### src/rtl/fp_unpack_ctrl.sv
// Operand-pair unpacker: one shared classifier splits two IEEE-style operands
// into sign / signed exponent / mantissa / one-hot class, A then B.
module fp_unpack_ctrl #(
    parameter int unsigned N_EXP = 11,
    parameter int unsigned N_MAN = 52,
    parameter int unsigned CNT_W = 16
) (
    input  logic                    clk,
    input  logic                    rst,
    input  logic                    flush,
    input  logic                    in_valid,
    output logic                    in_ready,
    input  logic [N_EXP+N_MAN:0]    in_a,
    input  logic [N_EXP+N_MAN:0]    in_b,
    output logic                    out_valid,
    input  logic                    out_ready,
    output logic                    a_sign,
    output logic                    b_sign,
    output logic signed [N_EXP+1:0] a_exp,
    output logic signed [N_EXP+1:0] b_exp,
    output logic [N_MAN:0]          a_man,
    output logic [N_MAN:0]          b_man,
    output logic [4:0]              a_cls,
    output logic [4:0]              b_cls,
    output logic [CNT_W-1:0]        spec_cnt
);

    localparam int unsigned W = N_EXP + N_MAN + 1;

    // One-hot class encoding {nan, inf, zero, dnorm, norm}
    localparam logic [4:0] ClsNan   = 5'b10000;
    localparam logic [4:0] ClsInf   = 5'b01000;
    localparam logic [4:0] ClsZero  = 5'b00100;
    localparam logic [4:0] ClsDnorm = 5'b00010;
    localparam logic [4:0] ClsNorm  = 5'b00001;

    localparam logic [N_EXP+1:0] Bias     = {2'b00, 1'b1, {(N_EXP-1){1'b0}}};
    localparam logic [N_EXP+1:0] ExpOne   = {{(N_EXP+1){1'b0}}, 1'b1};
    // Denormals carry the smallest normal exponent with an implicit leading 0
    localparam logic [N_EXP+1:0] DnormExp = ExpOne - Bias;

    typedef enum logic [1:0] {StIdle, StClsA, StClsB, StDone} state_e;

    state_e           state_q, state_d;
    logic [W-1:0]     op_a_q, op_a_d, op_b_q, op_b_d;
    logic             a_sign_q, a_sign_d, b_sign_q, b_sign_d;
    logic [N_EXP+1:0] a_exp_q, a_exp_d, b_exp_q, b_exp_d;
    logic [N_MAN:0]   a_man_q, a_man_d, b_man_q, b_man_d;
    logic [4:0]       a_cls_q, a_cls_d, b_cls_q, b_cls_d;
    logic [CNT_W-1:0] spec_cnt_q, spec_cnt_d;

    logic [W-1:0]     c_in;
    logic             c_sign;
    logic [N_EXP-1:0] c_expf;
    logic [N_MAN-1:0] c_manf;
    logic [N_EXP+1:0] c_exp;
    logic [N_MAN:0]   c_man;
    logic [4:0]       c_cls;

    // Shared classifier; its operand is selected by the FSM state
    always_comb begin
        c_in   = (state_q == StClsB) ? op_b_q : op_a_q;
        c_sign = c_in[W-1];
        c_expf = c_in[N_MAN +: N_EXP];
        c_manf = c_in[N_MAN-1:0];
        c_exp  = {2'b00, c_expf};
        c_man  = {1'b0, c_manf};
        c_cls  = ClsNorm;
        if (&c_expf) begin
            c_cls = (|c_manf) ? ClsNan : ClsInf;
        end else if (~|c_expf) begin
            if (|c_manf) begin
                c_cls = ClsDnorm;
                c_exp = DnormExp;
            end else begin
                c_cls = ClsZero;
            end
        end else begin
            c_exp = {2'b00, c_expf} - Bias;
            c_man = {1'b1, c_manf};
        end
    end

    // Next-state, operand capture, result registration and special counting
    always_comb begin
        state_d    = state_q;
        op_a_d     = op_a_q;
        op_b_d     = op_b_q;
        a_sign_d   = a_sign_q;
        a_exp_d    = a_exp_q;
        a_man_d    = a_man_q;
        a_cls_d    = a_cls_q;
        b_sign_d   = b_sign_q;
        b_exp_d    = b_exp_q;
        b_man_d    = b_man_q;
        b_cls_d    = b_cls_q;
        spec_cnt_d = spec_cnt_q;
        if (flush) begin
            state_d = StIdle;
        end else begin
            unique case (state_q)
                StIdle: begin
                    if (in_valid) begin
                        op_a_d  = in_a;
                        op_b_d  = in_b;
                        state_d = StClsA;
                    end
                end
                StClsA: begin
                    a_sign_d = c_sign;
                    a_exp_d  = c_exp;
                    a_man_d  = c_man;
                    a_cls_d  = c_cls;
                    state_d  = StClsB;
                end
                StClsB: begin
                    b_sign_d = c_sign;
                    b_exp_d  = c_exp;
                    b_man_d  = c_man;
                    b_cls_d  = c_cls;
                    state_d  = StDone;
                    if ((a_cls_q[4] | a_cls_q[3] | c_cls[4] | c_cls[3]) &&
                        (spec_cnt_q != {CNT_W{1'b1}})) begin
                        spec_cnt_d = spec_cnt_q + 1'b1;
                    end
                end
                StDone: begin
                    if (out_ready) state_d = StIdle;
                end
                default: state_d = StIdle;
            endcase
        end
    end

    // State registers with synchronous reset
    always_ff @(posedge clk) begin
        if (rst) begin
            state_q    <= StIdle;
            op_a_q     <= '0;
            op_b_q     <= '0;
            a_sign_q   <= 1'b0;
            a_exp_q    <= '0;
            a_man_q    <= '0;
            a_cls_q    <= '0;
            b_sign_q   <= 1'b0;
            b_exp_q    <= '0;
            b_man_q    <= '0;
            b_cls_q    <= '0;
            spec_cnt_q <= '0;
        end else begin
            state_q    <= state_d;
            op_a_q     <= op_a_d;
            op_b_q     <= op_b_d;
            a_sign_q   <= a_sign_d;
            a_exp_q    <= a_exp_d;
            a_man_q    <= a_man_d;
            a_cls_q    <= a_cls_d;
            b_sign_q   <= b_sign_d;
            b_exp_q    <= b_exp_d;
            b_man_q    <= b_man_d;
            b_cls_q    <= b_cls_d;
            spec_cnt_q <= spec_cnt_d;
        end
    end

    assign in_ready  = (state_q == StIdle);
    assign out_valid = (state_q == StDone);
    assign a_sign    = a_sign_q;
    assign b_sign    = b_sign_q;
    assign a_exp     = $signed(a_exp_q);
    assign b_exp     = $signed(b_exp_q);
    assign a_man     = a_man_q;
    assign b_man     = b_man_q;
    assign a_cls     = a_cls_q;
    assign b_cls     = b_cls_q;
    assign spec_cnt  = spec_cnt_q;

endmodule

### config.mk
export PLATFORM = sky130hd
export DESIGN_NAME = fp_unpack_ctrl
export DESIGN_NICKNAME = d
export VERILOG_FILES = /design/src/rtl/fp_unpack_ctrl.sv
export SDC_FILE = /design/constraint.sdc
export NUM_CORES = 1
export LEC_CHECK = 0
export ABC_AREA = 0
export BUFFER_PORTS_ARGS = -buffer_cell sky130_fd_sc_hd__buf_2
export CAP_MARGIN = 0
export CORE_MARGIN = 5
export CORE_UTILIZATION = 30
export DETAILED_ROUTE_END_ITERATION = 16
export GPL_TIMING_DRIVEN = 0
export SLEW_MARGIN = 20
export SYNTH_ARGS = -nofsm -noshare
export SYNTH_HDL_FRONTEND = slang
export SYNTH_SLANG_ARGS = --single-unit
### constraint.sdc
create_clock -name clk -period 2.1 [get_ports clk]
set_input_delay 0 -clock clk [delete_from_list [all_inputs] [get_ports clk]]
set_output_delay 0 -clock clk [all_outputs]
set_load 0.01 [all_outputs]
==> summary.txt <==
status: finished, violations left
failing checks: setup timing
first-pass GRT wire length: 66150 um
fin area: 16250 um2
Syn. warnings: 0
Die Y: 202.8 um
CTS max path bufs: 3
Synth Area in Compound Gates: 0.1601
IO buf count: 294
met2 usage: 0.3506
fin worst setup slack: -106.0 ps
antenna-violating nets left: 0
Period minus WS final: 2206 ps
layout cells sized above 1: 0.2593
total core area: 36610 um2
DP Area: 13210 um2
count of final hold-check violations: 0
Layout area overhead: 45.74%
Crit. End Element: flip-flop
largest net degree at the start of global routing: 14
Synth area leaders: dfxtp_1 51%, nand2_1 13%, a21oi_1 9.4%, mux2i_1 5.8%, a211oi_1 4.2%
Synth Area in XOR/XNOR: 0
DPL Wire Length: 32380 um
Seq cells post-synth: 286
startpoint types: flip-flop
TritonCTS clock tree: yes
FMAX: 453.3 MHz
GRT Total Usage: 0.2039
die width: 202.8 um
CTS sink count: 286
clock share of power: 0.467
Final period util: 1.050
post-synth top area cell: dfxtp_1
Leak: 6.452 nW
pwr/cell area: 822.8 nW/um2
clock tree root driver cell: clkbuf_16
Synth Area in Adders: 0.005612
Synth async-reset ratio: 0
TritonCTS buffer count: 34
Comb pwr share: 0.099
met3 usage: 0.02795
sequential power share: 0.434
unrepaired setup endpoints after global routing: true
WHS: 291.6 ps
gp weighted congestion: 0.8495
Post-Synthesis Cells: 1350
largest family of logic cells by synthesized area: simple AND/OR/NAND/NOR gates
Worst Path Required: 2520 ps
mux cell area share after synthesis: 0.05938
final wirelength: 44170 um
Post-Synth Simple-Gate Area: 0.2199
ys flop type: dfxtp_1
sw frac: 0.2418
commonest non-fill, non-tap cells in the layout: 398 x nand2_1, 301 x buf_2, 284 x dfxtp_1
1st-pass router iterations: 5
DIE AREA: 41110 um2
max-cap viol count: 0
H-tree depth: 2
Switch Pwr: 3.232 mW
highest ir drop seen on vdd: 0.5344 mV
Slew Limit Fails: 0
number of synthesized flops with an enable pin: 0
met1 GRT Util: 0.2689
worst-path fanout max: 5
# rows: 70
P_int: 10.13 mW
Iteration-0 DRC Markers: 606
Fillers: 3542
Worst Tran Pin Value: 1091 ps
Avg Inst Size Synth: 8.257 um2
final clock skew: 10.60 ps
vias per inst: 4.954
top cell type's share of synthesized area: 0.5136
total gr overflow: 0
Vias: 11.51k
Nets: 1968
most common cell after layout, fill and taps aside: nand2_1
routed len/inst: 19.01 um
fin cells: 2323
vias in the first global route: 11.32k
diode count: 0
Initial Util: 0.3045
Mapped Area: 11150 um2
DRC: 0
clk_lat worst skew: 500 ps
Seq/Total Area, Yosys: 0.5136
Distinct cells, synth: 44
Mapped Nets: 1488
Hold Path Class: in -> reg
io pins: 295
# placed instances: 2112
headroom to the max-slew limit: 0.2726
initial antenna violation count: 0
CP arrival: 2630 ps
clk slew on worst S/H paths: 60 ps
Setup CP Type: reg -> reg
busiest layer in global routing: met2
count of final setup violators: 17
-- flip-flops by register name, indices dropped and copies added (netlist names) --
register,cells
a_cls,5
a_exp,12
a_man,52
a_sign,1
b_cls,5
b_exp,12
b_man,52
b_sign,1
op_a_q,64
op_b_q,64
spec_cnt,16
state_q,2
-- worst max-delay path: stages, from the launching register on --
cell and delay (ps):
dfxtp_2 320, inv_2 70, ha_4 150, buf_8 130, nor4b_4 290, nand4_1 230, o22a_4 290, or4_4 520
a21oi_2 130
-- logic make-up after synthesis --
family          count (synthesis)
simple gates                  576
compound gates                305
flops                         286
buf+inv                       112
mux                            66
fa+ha+maj                       5
-- layer usage --
layer | vias to the layer above | routed length [um] | share of wire
li1 | 5612 | - | -
met1 | 5454 | 19600 | 0.44
met2 | 370 | 21160 | 0.48
met3 | 72 | 2238 | 0.051
met4 | 0 | 1178 | 0.027
met5 | - | 0 | 0
-- path summary, 6_finish.rpt --
kind	from	endpoint	slack (ps)	cells past startpoint
setup / recovery	state_q[0]	b_cls[3]	-110	8
hold / removal	in_b[60]	op_b_q[60]	290	4
setup reg to reg	state_q[0]	b_cls[3]	-110	8
hold reg to reg	b_man[20]	b_man[20]	450	2
-- metrics by stage --
stage               total power, mW  setup TNS, ps  setup slack (ps)  utilization
finish                        13.37         -820.8            -106.0       0.4437
global route                  13.86          -4210            -218.9       0.4437
CTS                           13.45          -1235            -190.8       0.4384
detailed placement            6.972        -122400            -994.7       0.3609
global placement              6.955        -123590             -1096       0.3608
floorplan                     6.423              0             3.035            -
-- synth_stat cells, types with 6 or more instances --
cell type / count
dfxtp_1: 286
o31ai_1: 11
nor4_1: 27
buf_4: 6
nor2_1: 73
buf_2: 9
mux2i_1: 65
nand4_1: 14
o41ai_1: 6
a211oi_1: 62
nand3_1: 17
clkbuf_1: 86
nand2_1: 398
a21oi_1: 209
nor3_1: 8
or4_1: 13
-- power by group through the flow --
stage | Sequential, mW | Clock (mW) | Combinational [mW]
after floorplan | 5.87 | 0 | 0.553
after global placement | 5.91 | 0 | 1.04
after detailed placement | 5.92 | 0 | 1.06
after CTS | 5.80 | 6.36 | 1.29
after global routing | 5.82 | 6.59 | 1.44
final | 5.80 | 6.24 | 1.32
-- layout make-up --
class | instances | area, um2 | share of cell area
inverter | 5 | 18.77 | 0.001155
buffer | 106 | 546.8 | 0.03366
clock inverter | 13 | 167.7 | 0.01032
timing repair buffer | 445 | 2962 | 0.1823
tap | 468 | 585.6 | 0.03604
sequential | 286 | 5731 | 0.3527
clock buffer | 48 | 1037 | 0.06385
multi-input combinational | 952 | 5197 | 0.3199
-- repair_timing --
action / CTS / global route
buffers inserted: 11 / 8
setup endpoints to repair: 267 / 214
gates resized for setup: 60 / 93
hold buffers: 132 / 0
pin swaps: 30 / 23
gates cloned: 2 / 1
endpoints found under the hold margin: 137 / 0
Power figures use the tool's default switching activity.
